--- src/rtl/cache_traffic_gen.sv ---
// CPU-side stimulus and statistics engine for the set-associative cache.
// Optional latency statistics are enabled with the LATENCY_STATS_EN macro.
module cache_traffic_gen #(
    parameter int unsigned       ADDR_W   = 20,
    parameter int unsigned       DATA_W   = 32,
    parameter int unsigned       CNT_W    = 16,
    parameter int unsigned       INTERVAL = 256,
    parameter int unsigned       STRIDE   = 256,
    parameter logic [ADDR_W-1:0] XOR_MASK = 'h55,
    parameter int unsigned       TIMEOUT  = 1024
) (
    input  logic              clk,
    input  logic              rst_n,
    input  logic              start,
    input  logic [1:0]        mode,
    input  logic [1:0]        rw_mode,
    input  logic [CNT_W-1:0]  num_req,
    output logic              cpu_req_valid,
    output logic              cpu_req_rw,
    output logic [1:0]        cpu_req_size,
    output logic [ADDR_W-1:0] cpu_req_addr,
    output logic [DATA_W-1:0] cpu_req_wdata,
    input  logic              cpu_req_ready,
    input  logic              cpu_resp_valid,
    input  logic              cpu_resp_hit,
    output logic              busy,
    output logic              done,
    output logic              err,
    output logic [CNT_W-1:0]  req_cnt,
    output logic [CNT_W-1:0]  hit_cnt,
    output logic [CNT_W-1:0]  miss_cnt
`ifdef LATENCY_STATS_EN
    ,
    output logic [CNT_W-1:0]   lat_last,
    output logic [CNT_W-1:0]   lat_max,
    output logic [2*CNT_W-1:0] lat_sum
`endif
);

    localparam int unsigned       GAP_W    = $clog2(INTERVAL + 1);
    localparam int unsigned       TO_W     = $clog2(TIMEOUT + 1);
    localparam logic [GAP_W-1:0]  GapLoad  = GAP_W'(INTERVAL - 1);
    localparam logic [TO_W-1:0]   ToLast   = TO_W'(TIMEOUT - 1);
    localparam logic [ADDR_W-1:0] StrideA  = ADDR_W'(STRIDE);
    // Maximal-length tap sets for common widths; other widths fall back to a non-maximal pair.
    localparam logic [63:0] TapsAll =
        (ADDR_W == 8)  ? 64'hB8 :
        (ADDR_W == 10) ? 64'h240 :
        (ADDR_W == 12) ? 64'h829 :
        (ADDR_W == 16) ? 64'hD008 :
        (ADDR_W == 20) ? 64'h90000 :
        (ADDR_W == 24) ? 64'hE10000 :
        (ADDR_W == 32) ? 64'h80200003 :
        ((64'd1 << (ADDR_W - 1)) | 64'd1);
    localparam logic [ADDR_W-1:0] LfsrTaps = ADDR_W'(TapsAll);

    typedef enum logic [2:0] {StIdle, StGap, StIssue, StWaitResp, StDone} state_e;

    state_e            state_q;
    logic [1:0]        mode_q;
    logic [1:0]        rw_mode_q;
    logic [CNT_W-1:0]  num_q;
    logic [ADDR_W-1:0] idx_q;
    logic [ADDR_W-1:0] lfsr_q;
    logic [GAP_W-1:0]  gap_q;
    logic [TO_W-1:0]   to_q;

    logic [ADDR_W-1:0]   next_addr;
    logic [ADDR_W-1:0]   lfsr_next;
    logic                next_rw;
    logic [2*ADDR_W-1:0] addr_cat;
    logic [DATA_W-1:0]   next_wdata;
    logic [CNT_W-1:0]    req_cnt_inc;
    logic                run_end;

    assign cpu_req_size = 2'd2;
    assign lfsr_next    = {lfsr_q[ADDR_W-2:0], ^(lfsr_q & LfsrTaps)};
    assign addr_cat     = {next_addr, ~next_addr};
    assign next_wdata   = DATA_W'(addr_cat);
    assign req_cnt_inc  = req_cnt + CNT_W'(1);
    // Free-running runs end after the current request once start is released.
    assign run_end      = (num_q != '0) ? (req_cnt_inc == num_q) : !start;

    always_comb begin
        next_addr = '0;
        case (mode_q)
            2'b00:   next_addr = {idx_q[ADDR_W-3:0], 2'b00};
            2'b01:   next_addr = idx_q * StrideA;
            2'b10:   next_addr = {idx_q[ADDR_W-3:0], 2'b00} ^ XOR_MASK;
            default: next_addr = {lfsr_q[ADDR_W-3:0], 2'b00};
        endcase
        next_rw = 1'b0;
        case (rw_mode_q)
            2'b01:   next_rw = 1'b1;
            2'b10:   next_rw = idx_q[0];
            default: next_rw = 1'b0;
        endcase
    end

`ifdef LATENCY_STATS_EN
    logic [CNT_W-1:0]   lat_now;
    logic [2*CNT_W:0]   lat_sum_add;
    assign lat_now     = CNT_W'(to_q) + CNT_W'(1);
    assign lat_sum_add = {1'b0, lat_sum} + {{(CNT_W + 1){1'b0}}, lat_now};
`endif

    always_ff @(posedge clk or negedge rst_n) begin
        if (!rst_n) begin
            state_q       <= StIdle;
            mode_q        <= '0;
            rw_mode_q     <= '0;
            num_q         <= '0;
            idx_q         <= '0;
            lfsr_q        <= ADDR_W'(1);
            gap_q         <= '0;
            to_q          <= '0;
            cpu_req_valid <= 1'b0;
            cpu_req_rw    <= 1'b0;
            cpu_req_addr  <= '0;
            cpu_req_wdata <= '0;
            busy          <= 1'b0;
            done          <= 1'b0;
            err           <= 1'b0;
            req_cnt       <= '0;
            hit_cnt       <= '0;
            miss_cnt      <= '0;
`ifdef LATENCY_STATS_EN
            lat_last      <= '0;
            lat_max       <= '0;
            lat_sum       <= '0;
`endif
        end else begin
            case (state_q)
                StIdle: begin
                    if (start) begin
                        mode_q    <= mode;
                        rw_mode_q <= rw_mode;
                        num_q     <= num_req;
                        req_cnt   <= '0;
                        hit_cnt   <= '0;
                        miss_cnt  <= '0;
                        err       <= 1'b0;
                        idx_q     <= '0;
                        gap_q     <= GapLoad;
                        busy      <= 1'b1;
                        state_q   <= StGap;
`ifdef LATENCY_STATS_EN
                        lat_last  <= '0;
                        lat_max   <= '0;
                        lat_sum   <= '0;
`endif
                    end
                end
                StGap: begin
                    if (gap_q == '0) begin
                        cpu_req_valid <= 1'b1;
                        cpu_req_addr  <= next_addr;
                        cpu_req_rw    <= next_rw;
                        cpu_req_wdata <= next_wdata;
                        lfsr_q        <= lfsr_next;
                        state_q       <= StIssue;
                    end else begin
                        gap_q <= gap_q - GAP_W'(1);
                    end
                end
                StIssue: begin
                    if (cpu_req_ready) begin
                        cpu_req_valid <= 1'b0;
                        to_q          <= '0;
                        state_q       <= StWaitResp;
                    end
                end
                StWaitResp: begin
                    if (cpu_resp_valid) begin
                        if (cpu_resp_hit) begin
                            hit_cnt <= (&hit_cnt) ? hit_cnt : hit_cnt + CNT_W'(1);
                        end else begin
                            miss_cnt <= (&miss_cnt) ? miss_cnt : miss_cnt + CNT_W'(1);
                        end
                        req_cnt <= req_cnt_inc;
                        idx_q   <= idx_q + ADDR_W'(1);
`ifdef LATENCY_STATS_EN
                        lat_last <= lat_now;
                        if (lat_now > lat_max) lat_max <= lat_now;
                        lat_sum  <= lat_sum_add[2*CNT_W] ? '1 : lat_sum_add[2*CNT_W-1:0];
`endif
                        if (run_end) begin
                            busy    <= 1'b0;
                            done    <= 1'b1;
                            state_q <= StDone;
                        end else begin
                            gap_q   <= GapLoad;
                            state_q <= StGap;
                        end
                    end else if (to_q == ToLast) begin
                        err     <= 1'b1;
                        busy    <= 1'b0;
                        done    <= 1'b1;
                        state_q <= StDone;
                    end else begin
                        to_q <= to_q + TO_W'(1);
                    end
                end
                StDone: begin
                    if (!start) begin
                        done    <= 1'b0;
                        state_q <= StIdle;
                    end
                end
                default: state_q <= StIdle;
            endcase
        end
    end

endmodule
--- config.mk ---
export PLATFORM = sky130hd
export DESIGN_NAME = cache_traffic_gen
export DESIGN_NICKNAME = d
export VERILOG_FILES = /design/src/rtl/cache_traffic_gen.sv
export SDC_FILE = /design/constraint.sdc
export NUM_CORES = 1
export LEC_CHECK = 0
export ABC_AREA = 1
export CORE_MARGIN = 2
export CORE_UTILIZATION = 59
export CTS_CLUSTER_DIAMETER = 80
export DETAILED_ROUTE_END_ITERATION = 7
export PLACE_DENSITY = 0.92
export SLEW_MARGIN = 20
export SYNTH_ARGS = -nofsm -noshare
export SYNTH_HDL_FRONTEND = slang
export SYNTH_SLANG_ARGS = --single-unit
--- constraint.sdc ---
create_clock -name clk -period 4.4 [get_ports clk]
set_clock_uncertainty 0.15 [all_clocks]
set_input_delay 0.88 -clock clk [delete_from_list [all_inputs] [get_ports clk]]
set_output_delay 0.88 -clock clk [all_outputs]
set_load 0.02 [all_outputs]
==> out/metrics.cfg, run 1 <==
[synth]
seq_area_frac_synth_pct=49.10
ys_ff_latch=173
ys_warn_count=0
netlist.area_leader.share_pct=48.80
synthTopCellsByArea=dfrtp_1 49%, nand2_1 12%, inv_1 6.8%
synth_edf_count=0
syn_avg_cell_area_um2=7.847
synth_area_leader_cell=dfrtp_1
synth_area_um2=8820
syn_inst=1124
async_flop_share_pct=100.0
yosys_most_used_dff=dfrtp_1
yosysUniqueCellTypes=42
synth_most_common_cell=nand2_1
synthTopCellsByCount=273 x nand2_1, 172 x dfrtp_1, 159 x inv_1

[timing]
max_freq_ghz=0.3027
fin_tns_setup_ns=0
finalWorstSetupSlack_ns=1.096
period_share_pct=75.08
holdWs_ns=0.2720
slew_violations=0
hold_violations=0
period_needed_ns=3.304
rsz0062_at_grt=no
finalSetupViolations=0
slew_headroom_pct=45.78
worst_pin_slew_ns=0.8121

[placed_design]
place.gp.congestion=0.9117
dpl_cell_area_um2=10150
place_worst_setup_slack_ns=0.8431
dpl.hpwl_um=14360
io_buffers=128

[cts]
cts_tree=built
hold_buffers=0
cts_made_buffers=17
ctsResizeCount=0
clkTransAtPathRegs_ns=0.07
cts.path.max_buffers=2
cts_setup_buffers=0
htreeDepth=4
cts_num_sinks=173
root_buffer=clkbuf_16
clk_latency_ns=0.43

[pwr]
seqPwrFrac_pct=39.5
swShare_pct=34.45
pwr_density_cell_nw_per_um2=472.2
p_sw_w=0.001759
clock_power_share_pct=33.5
power.internal_w=0.003348
combinationalPowerShare_pct=27.1
p_leak_nw=5.058
vdd_drop_max_uv=365.0

[grt]
antenna_found_initial=0
grt_pass1_vias=7576
grt_max_degree=74
grt_pass1_wl_um=35430
grt_usage_pct=27.38
overflow=0

[route]
drcViolationCount=0
ant_nets=0
via_count=8028
drtIter0Drc=762
dr.pass1.iters=6
routed_via_density=5.610
routed_wl_um=21540
wl_per_cell_um=15.06

[final_layout]
final_nets=1268
multiInputGateArea_um2=3637
drive_above_1_share_pct=6.255
stdcell_area_um2=10820
fillers=995
diodes=0
area_growth_pct=22.63
seqCellArea_um2=4330

[floorplanning]
boundaryPins=133
dieArea_um2=15940
start_util_pct=60.45
die_y_um=126.3
core-area_um2=14590
die_x_um=126.3
num_rows=44

[critical_path]
endpoint_kind=register
critical_path_class=input pin to register
path_max_fanout=21
required_ns=4.57
worstPathArrival_ns=3.48
startpoint_type=input pin

[job]
cap_violations=0

[status]
status=complete, no violations

[worst_hold_path]
hold_class=input pin to asynchronous set/reset pin

registers in the layout (all words and copies together), names as in the netlist:
name and count:
idx_q 18, num_q 16, cpu_req_wdata 20, cpu_req_rw 1, to_q 11, err 1
hit_cnt 16, state_q 3, lfsr_q 20, busy 1, done 1, cpu_req_valid 1
req_cnt 16, mode_q 2, gap_q 9, cpu_req_addr 19, rw_mode_q 2, miss_cnt 16
per-layer routing:
metal	GRT usage, %	routed length (um)
met5	0	0
met4	10.80	522
met3	4.800	1333
met2	45.19	10680
met1	36.29	9008
worst max-delay path, cell delays in order:
cell	delay (ns)
clkdlybuf4s50_1	0.56
nand2_2	0.28
nand2_2	0.47
nand3_1	0.19
nand2_1	0.35
inv_1	0.16
nor2_1	0.25
nand2_1	0.11
nor3_1	0.15
nor2_1	0.06
power groups by stage:
stage	clock, W	sequential (W)	combinational [W]
floorplan	0	0.00202	0.000969
global placement	0	0.00203	0.00130
detailed placement	0	0.00203	0.00135
CTS	0.00172	0.00201	0.00138
global route	0.00179	0.00205	0.00155
finish	0.00171	0.00202	0.00138
logic make-up after synthesis:
group / share of synthesized area, %
AOI/OAI and AO/OA: 12.37
buffers and inverters: 9.746
xor gates and xnor gates: 1.390
and+or+nand+nor: 26.17
adders and majority gates: 1.135
DFF: 49.10
other: 0.08515
metrics by stage:
| stage | total power [W] | utilization, % | instances |
|---|---|---|---|
| final | 0.005107 | 74.13 | 1431 |
| after global routing | 0.005388 | 74.13 | 1431 |
| after CTS | 0.005118 | 74.13 | 1431 |
| after detailed placement | 0.003388 | 69.55 | 1399 |
| after global placement | 0.003328 | 69.55 | 1399 |
| after floorplan | 0.002993 | - | 1126 |
placed cells by master (no fill, tap or decap), types with 2 or more instances in the layout:
| master | count |
|---|---|
| nor2_4 | 6 |
| nor3_2 | 2 |
| conb_1 | 4 |
| bufinv_16 | 6 |
| a221oi_1 | 3 |
| nor3_4 | 2 |
| o21a_1 | 22 |
| clkdlybuf4s50_1 | 127 |
| o21ai_0 | 71 |
| clkinvlp_4 | 3 |
| dfrtp_1 | 172 |
| clkbuf_16 | 17 |
| nand4_1 | 18 |
| xor2_1 | 12 |
| ha_1 | 8 |
| nor2_1 | 108 |
| nand2_2 | 13 |
| xnor2_1 | 2 |
| nor3b_1 | 2 |
| clkinv_4 | 2 |
| a211oi_1 | 2 |
| o31ai_1 | 4 |
| inv_2 | 5 |
| clkinv_2 | 3 |
| inv_1 | 159 |
| o22ai_1 | 21 |
| nand2_1 | 273 |
| buf_4 | 4 |
| a21oi_1 | 54 |
| a31oi_1 | 4 |
| nor2_2 | 6 |
| nor3_1 | 31 |
| o21ai_1 | 11 |
| nor4_1 | 5 |
| nand3_1 | 53 |
path summary, 6_finish.rpt:
check                                        from                             to  slack, ns  cells past startpoint
max                                cpu_resp_valid        hit_cnt[13]$_DFFE_PN0P_       1.10                     10
min                                         rst_n        miss_cnt[8]$_DFFE_PN0P_       0.27                      1
max reg2reg                state_q[2]$_DFFE_PN0P_        hit_cnt[13]$_DFFE_PN0P_       1.14                     12
min reg2reg                   to_q[2]$_DFFE_PN0P_            to_q[2]$_DFFE_PN0P_       0.31                      1
max in group asynchronous                   rst_n  cpu_req_wdata[19]$_DFFE_PN0P_       2.97                      2
min in group clk              to_q[2]$_DFFE_PN0P_            to_q[2]$_DFFE_PN0P_       0.31                      1
final cells by class:
| cell class | count | area share (%) |
|---|---|---|
| sequential | 173 | 40.04 |
| tap | 184 | 2.129 |
| multi-input combinational | 745 | 33.63 |
| timing repair buffer | 133 | 12.32 |
| inverter | 164 | 5.692 |
| clock buffer | 17 | 3.933 |
| clock inverter | 15 | 2.256 |
(Power assumes the default switching activity.)
==> run 2: changes to the inputs <==
- CORE_UTILIZATION: 59 -> 49
- PLACE_DENSITY: 0.92 -> 0.82
- clock period: 4.4 -> 2.9 ns (I/O delays scaled with it)
==> out/metrics.cfg, run 2 (synthesis gave the netlist of run 1 again) <==
[pwr]
vdd_drop_max_uv=576.9  ; +58%
power_w=0.007370  ; +44%
p_leak_nw=5.064  ; +0.12%
pwr_density_cell_nw_per_um2=678.2  ; +44%

[cts]
clkTransAtPathRegs_ns=0.07  ; about the same
cts.path.max_buffers=2  ; unchanged
htreeDepth=4  ; unchanged
cts_setup_buffers=0  ; unchanged
cts_tree=built
cts_num_sinks=173  ; unchanged
clk_latency_ns=0.43  ; about the same
cts_made_buffers=17  ; unchanged
root_buffer=clkbuf_16

[grt]
grt_pass1_wl_um=34640  ; -2.2%
antenna_found_initial=0  ; unchanged
grt_pass1_vias=7260  ; -4.2%
overflow=0  ; unchanged
grt_max_degree=57  ; -23%
grt_usage_pct=21.85  ; -5.5 points

[route]
routed_via_density=5.222  ; -6.9%
routed_wl_um=20690  ; -4.0%
drtIter0Drc=685  ; -10%
wl_per_cell_um=13.90  ; -7.7%
ant_nets=0  ; unchanged
via_count=7775  ; -3.2%
drcViolationCount=0  ; unchanged
dr.pass1.iters=5  ; -1

[floorplanning]
num_rows=49  ; +11%
die_y_um=138.2  ; +9.4%
dieArea_um2=19090  ; +20%
boundaryPins=133  ; unchanged
core-area_um2=17840  ; +22%
start_util_pct=49.44  ; -11 points
die_x_um=138.2  ; +9.4%

[critical_path]
cpPeakStageDelay_ns=0.45  ; -0.11 ns
endpoint_kind=register
worstPathArrival_ns=2.75  ; -0.73 ns
crit_slowest_cell=dfrtp_1
cp_common_cell=nand2_1
crit_chain=ha_1 > nand2_1 > nor2_4 > nand2_1 > nand2_1 > nand2_1 > nand2_1 > nand2_1 > nor2_1 > nand3_1 > nor2_1 > nand2_1 > nand2_2 > nand2_2 > nand2_4 > a21oi_1
required_ns=3.06  ; -1.51 ns
startpoint_type=register
critical_path_class=register to register
path_max_fanout=17  ; -19%

[placed_design]
place.gp.congestion=0.9025  ; -1.0%
dpl.hpwl_um=14730  ; +2.6%
io_buffers=128  ; unchanged

[job]
cap_violations=0  ; unchanged

[timing]
rsz0062_at_grt=no
fin_tns_setup_ns=0  ; unchanged
slew_violations=0  ; unchanged
max_freq_ghz=0.3853
worst_pin_slew_ns=0.6198  ; -0.1924 ns
slew_headroom_pct=58.68  ; +13 points
period_needed_ns=2.595
hold_violations=0  ; unchanged
finalSetupViolations=0  ; unchanged
period_share_pct=89.50

[final_layout]
top_regs=cpu_req_wdata (20), lfsr_q (20), cpu_req_addr (19)
area_growth_pct=23.21
final_nets=1281  ; +1.0%
layout_common_cells=273 x nand2_1, 172 x dfrtp_1, 158 x inv_1
final_common_cell=nand2_1
drive_above_1_share_pct=6.905  ; +0.65 points
diodes=0  ; unchanged

[worst_hold_path]
hold_class=register to register

[status]
status=complete, no violations

## run 2: worst paths after layout
check | startpoint | endpoint | slack, ns | depth (start not counted)
max | req_cnt[1]$_DFFE_PN0P_ | gap_q[2]$_DFFE_PN0P_ | 0.30 | 16
min | to_q[2]$_DFFE_PN0P_ | to_q[2]$_DFFE_PN0P_ | 0.31 | 1
max reg2reg | req_cnt[1]$_DFFE_PN0P_ | gap_q[2]$_DFFE_PN0P_ | 0.30 | 16
min reg2reg | to_q[2]$_DFFE_PN0P_ | to_q[2]$_DFFE_PN0P_ | 0.31 | 1
max in group asynchronous | rst_n | idx_q[10]$_DFFE_PN0P_ | 1.26 | 3
min in group asynchronous | rst_n | hit_cnt[9]$_DFFE_PN0P_ | 0.52 | 2
## run 2: metrics by stage
stage                     hold slack (ns)  utilization, %  setup slack (ns)  instances  cell area [um^2]
final                              0.3145           60.91            0.3046       1489             10870
after floorplan                    0.1344               -            0.6775       1126              8827
after global routing               0.3369           60.91           0.06153       1489             10870
after global placement             0.2945           57.76            0.2522       1456             10300
after CTS                          0.3199           60.91            0.3244       1489             10870
after detailed placement           0.3102           57.76            0.1420       1456             10300
## run 2: critical path, delay by kind of cell (launching register included)
family | cells | cell delay, ns
simple gates | 14 | 1.55
flops | 1 | 0.45
fa+ha+maj | 1 | 0.24
compound gates | 1 | 0.11
## run 2: area by class of cell
class | instances | area (um^2)
timing repair buffer | 146 | 1445
inverter | 164 | 615.6
tap | 229 | 286.5
clock inverter | 12 | 115.1
sequential | 173 | 4330
multi-input combinational | 745 | 3637
fill | 1499 | 6974
clock buffer | 20 | 436.7
## run 2: repair_timing
| action | 4_1_cts | 5_1_grt |
|---|---|---|
| hold endpoints to repair | 51 | 0 |
| resized for setup | 0 | 0 |
| hold buffers | 1 | 0 |
## run 2: metal layers
metal  GRT usage, %  vias to the layer above  wire length (um)
li1               -                     3839                 -
met1          29.21                     3684              9213
met2          36.32                      224             10170
met3          4.226                       28              1019
met4          6.821                        0               289
met5              0                        -                 0
## run 2: power breakdown
| part | total [W] | switching [W] | internal (W) |
|---|---|---|---|
| Sequential | 0.00305 | 0.000306 | 0.00274 |
| Clock | 0.00216 | 0.000972 | 0.00119 |
| Combinational | 0.00216 | 0.00138 | 0.000780 |
| Total | 0.00737 | 0.00265 | 0.00472 |
==> run 3: changes to the inputs <==
- CORE_UTILIZATION: 49 -> 59
- PLACE_DENSITY: 0.82 -> 0.92
- clock period: 2.9 -> 3.1 ns (I/O delays scaled with it)
==> out/metrics.cfg, run 3 (synthesis gave the netlist of run 1 again) <==
[status]
status=complete, no violations

[critical_path]
rr_endpoint=gap_q[6]$_DFFE_PN0P_
endpoint_kind=register
required_ns=3.30  ; +0.24 ns
startpoint_type=register
timing.rr.start=req_cnt[1]$_DFFE_PN0P_
worstPathArrival_ns=2.85  ; +0.10 ns
path_max_fanout=17  ; unchanged
critical_path_class=register to register
reg2reg_slack_ns=0.45  ; +0.15 ns
reg2regPathDepth=17  ; +1

[grt]
overflow=0  ; unchanged
grt_pass1_wl_um=35980  ; +3.9%
grt_max_degree=60  ; +5.3%
antenna_found_initial=0  ; unchanged
grt_usage_pct=27.77  ; +5.9 points
grt_pass1_vias=7676  ; +5.7%

[route]
drtIter0Drc=741  ; +8.2%
ant_nets=0  ; unchanged
routed_wl_um=21550  ; +4.1%
wl_per_cell_um=14.99  ; +7.9%
dr.pass1.iters=6  ; +1
drcViolationCount=0  ; unchanged
routed_via_density=5.635  ; +7.9%
via_count=8098  ; +4.2%

[cts]
cts_tree=built
clk_latency_ns=0.44  ; about the same
hold_buffers=0  ; -1
ctsResizeCount=0  ; unchanged
cts_made_buffers=17  ; unchanged
cts_num_sinks=173  ; unchanged
root_buffer=clkbuf_16
clkTransAtPathRegs_ns=0.06  ; about the same
cts.path.max_buffers=2  ; unchanged
htreeDepth=4  ; unchanged
cts_setup_buffers=0  ; unchanged

[timing]
holdWs_ns=0.004007  ; -0.3105 ns
max_freq_ghz=0.3779  ; -1.9%
worst_pin_slew_ns=0.6752  ; +0.05545 ns
slew_violations=0  ; unchanged
period_share_pct=85.37  ; -4.1 points
period_needed_ns=2.646  ; +0.05102 ns
rsz0062_at_grt=no
hold_violations=0  ; unchanged
finalSetupViolations=0  ; unchanged
slew_headroom_pct=54.92  ; -3.8 points
fin_tns_setup_ns=0  ; unchanged

[floorplanning]
start_util_pct=60.45  ; +11 points
die_y_um=126.3  ; -8.6%
num_rows=44  ; -10%
boundaryPins=133  ; unchanged
core-area_um2=14590  ; -18%
dieArea_um2=15940  ; -16%
die_x_um=126.3  ; -8.6%

[final_layout]
layout_common_cells=273 x nand2_1, 172 x dfrtp_1, 159 x inv_1
final_common_cell=nand2_1
diodes=0  ; unchanged
area_growth_pct=22.84
drive_above_1_share_pct=6.624  ; -0.28 points
multiInputGateArea_um2=3637  ; unchanged
utilization_pct=74.26  ; +13 points
top_regs=cpu_req_wdata (20), lfsr_q (20), cpu_req_addr (19)
seqCellArea_um2=4330  ; unchanged
final_nets=1275  ; -0.47%
fillers=1017  ; -32%

[pwr]
pwr_density_cell_nw_per_um2=656.0  ; -3.3%
p_leak_nw=5.073  ; +0.18%
vdd_drop_max_uv=519.0  ; -10%

[placed_design]
io_buffers=128  ; unchanged
place.gp.congestion=0.9704  ; +7.5%
dpl.hpwl_um=14860  ; +0.91%

[job]
cap_violations=0  ; unchanged

[worst_hold_path]
hold_class=input pin to asynchronous set/reset pin

[run 3: changes by cell type in the layout (fill, tap and decap cells not counted), sizes merged]
cell,previous run,this run
bufinv,1,4
dlygate4sd3,1,0
clkinvlp,2,3
inv,166,164
clkinv,7,4
buf,18,13
[run 3: through the flow]
stage          setup WS [ns]  area (um^2)  instances  total power [W]
2_1_floorplan         0.8775         8827       1126         0.004249
3_3_place_gp          0.3254        10210       1406         0.004768
3_5_place_dp          0.2224        10210       1406         0.004835
4_1_cts               0.5175        10830       1437         0.007102
5_1_grt               0.2235        10830       1437         0.007508
6_report              0.4535        10830       1437         0.007107
[run 3: worst max-delay path by stage]
stage | startpoint | depth (start not counted) | endpoint | slack (ns)
after floorplan | req_cnt[0]$_DFFE_PN0P_ | 17 | gap_q[2]$_DFFE_PN0P_ | 0.88
after global placement | cpu_resp_valid | 10 | hit_cnt[13]$_DFFE_PN0P_ | 0.33
after detailed placement | cpu_resp_valid | 10 | hit_cnt[13]$_DFFE_PN0P_ | 0.22
after CTS | gap_q[0]$_DFFE_PN0P_ | 15 | cpu_req_addr[11]$_DFFE_PN0P_ | 0.52
after global routing | to_q[0]$_DFFE_PN0P_ | 14 | to_q[5]$_DFFE_PN0P_ | 0.22
final | req_cnt[1]$_DFFE_PN0P_ | 17 | gap_q[6]$_DFFE_PN0P_ | 0.45
[run 3: worst max-delay path, stage by stage, from the launching register on]
cell and delay [ns]:
dfrtp_1 0.45, ha_1 0.24, nand2_1 0.11, nor2_4 0.20, nand2_1 0.08, nand2_1 0.08, nand2_1 0.07, nand2_1 0.07
nand2_1 0.05, nor2_1 0.11, nand3_1 0.08, nor2_1 0.15, nand2_1 0.16, nand2_2 0.12, nand2_2 0.07, nand2_4 0.17
nand2_1 0.08, o21ai_1 0.09
[run 3: metal layers]
metal,global-route usage (%),up-vias,share of wire [%]
met5,0,-,0
met4,9.696,0,2.4
met3,5.055,58,5.5
met2,46.02,323,49
met1,37.08,3895,43
li1,-,3822,-
[run 3: area by class of cell]
| type | count | share of cell area (%) |
|---|---|---|
| Clock inverter | 11 | 1.536 |
| Clock buffer | 20 | 4.215 |
| Timing Repair Buffer | 140 | 12.90 |
| Sequential cell | 173 | 39.97 |
| Inverter | 164 | 5.682 |
| Tap cell | 184 | 2.125 |
| Multi-Input combinational cell | 745 | 33.57 |
[run 3: report_power, final]
group	switching, W	internal, W
Sequential	0.000300	0.00257
Combinational	0.00128	0.000700
Clock	0.000872	0.00138
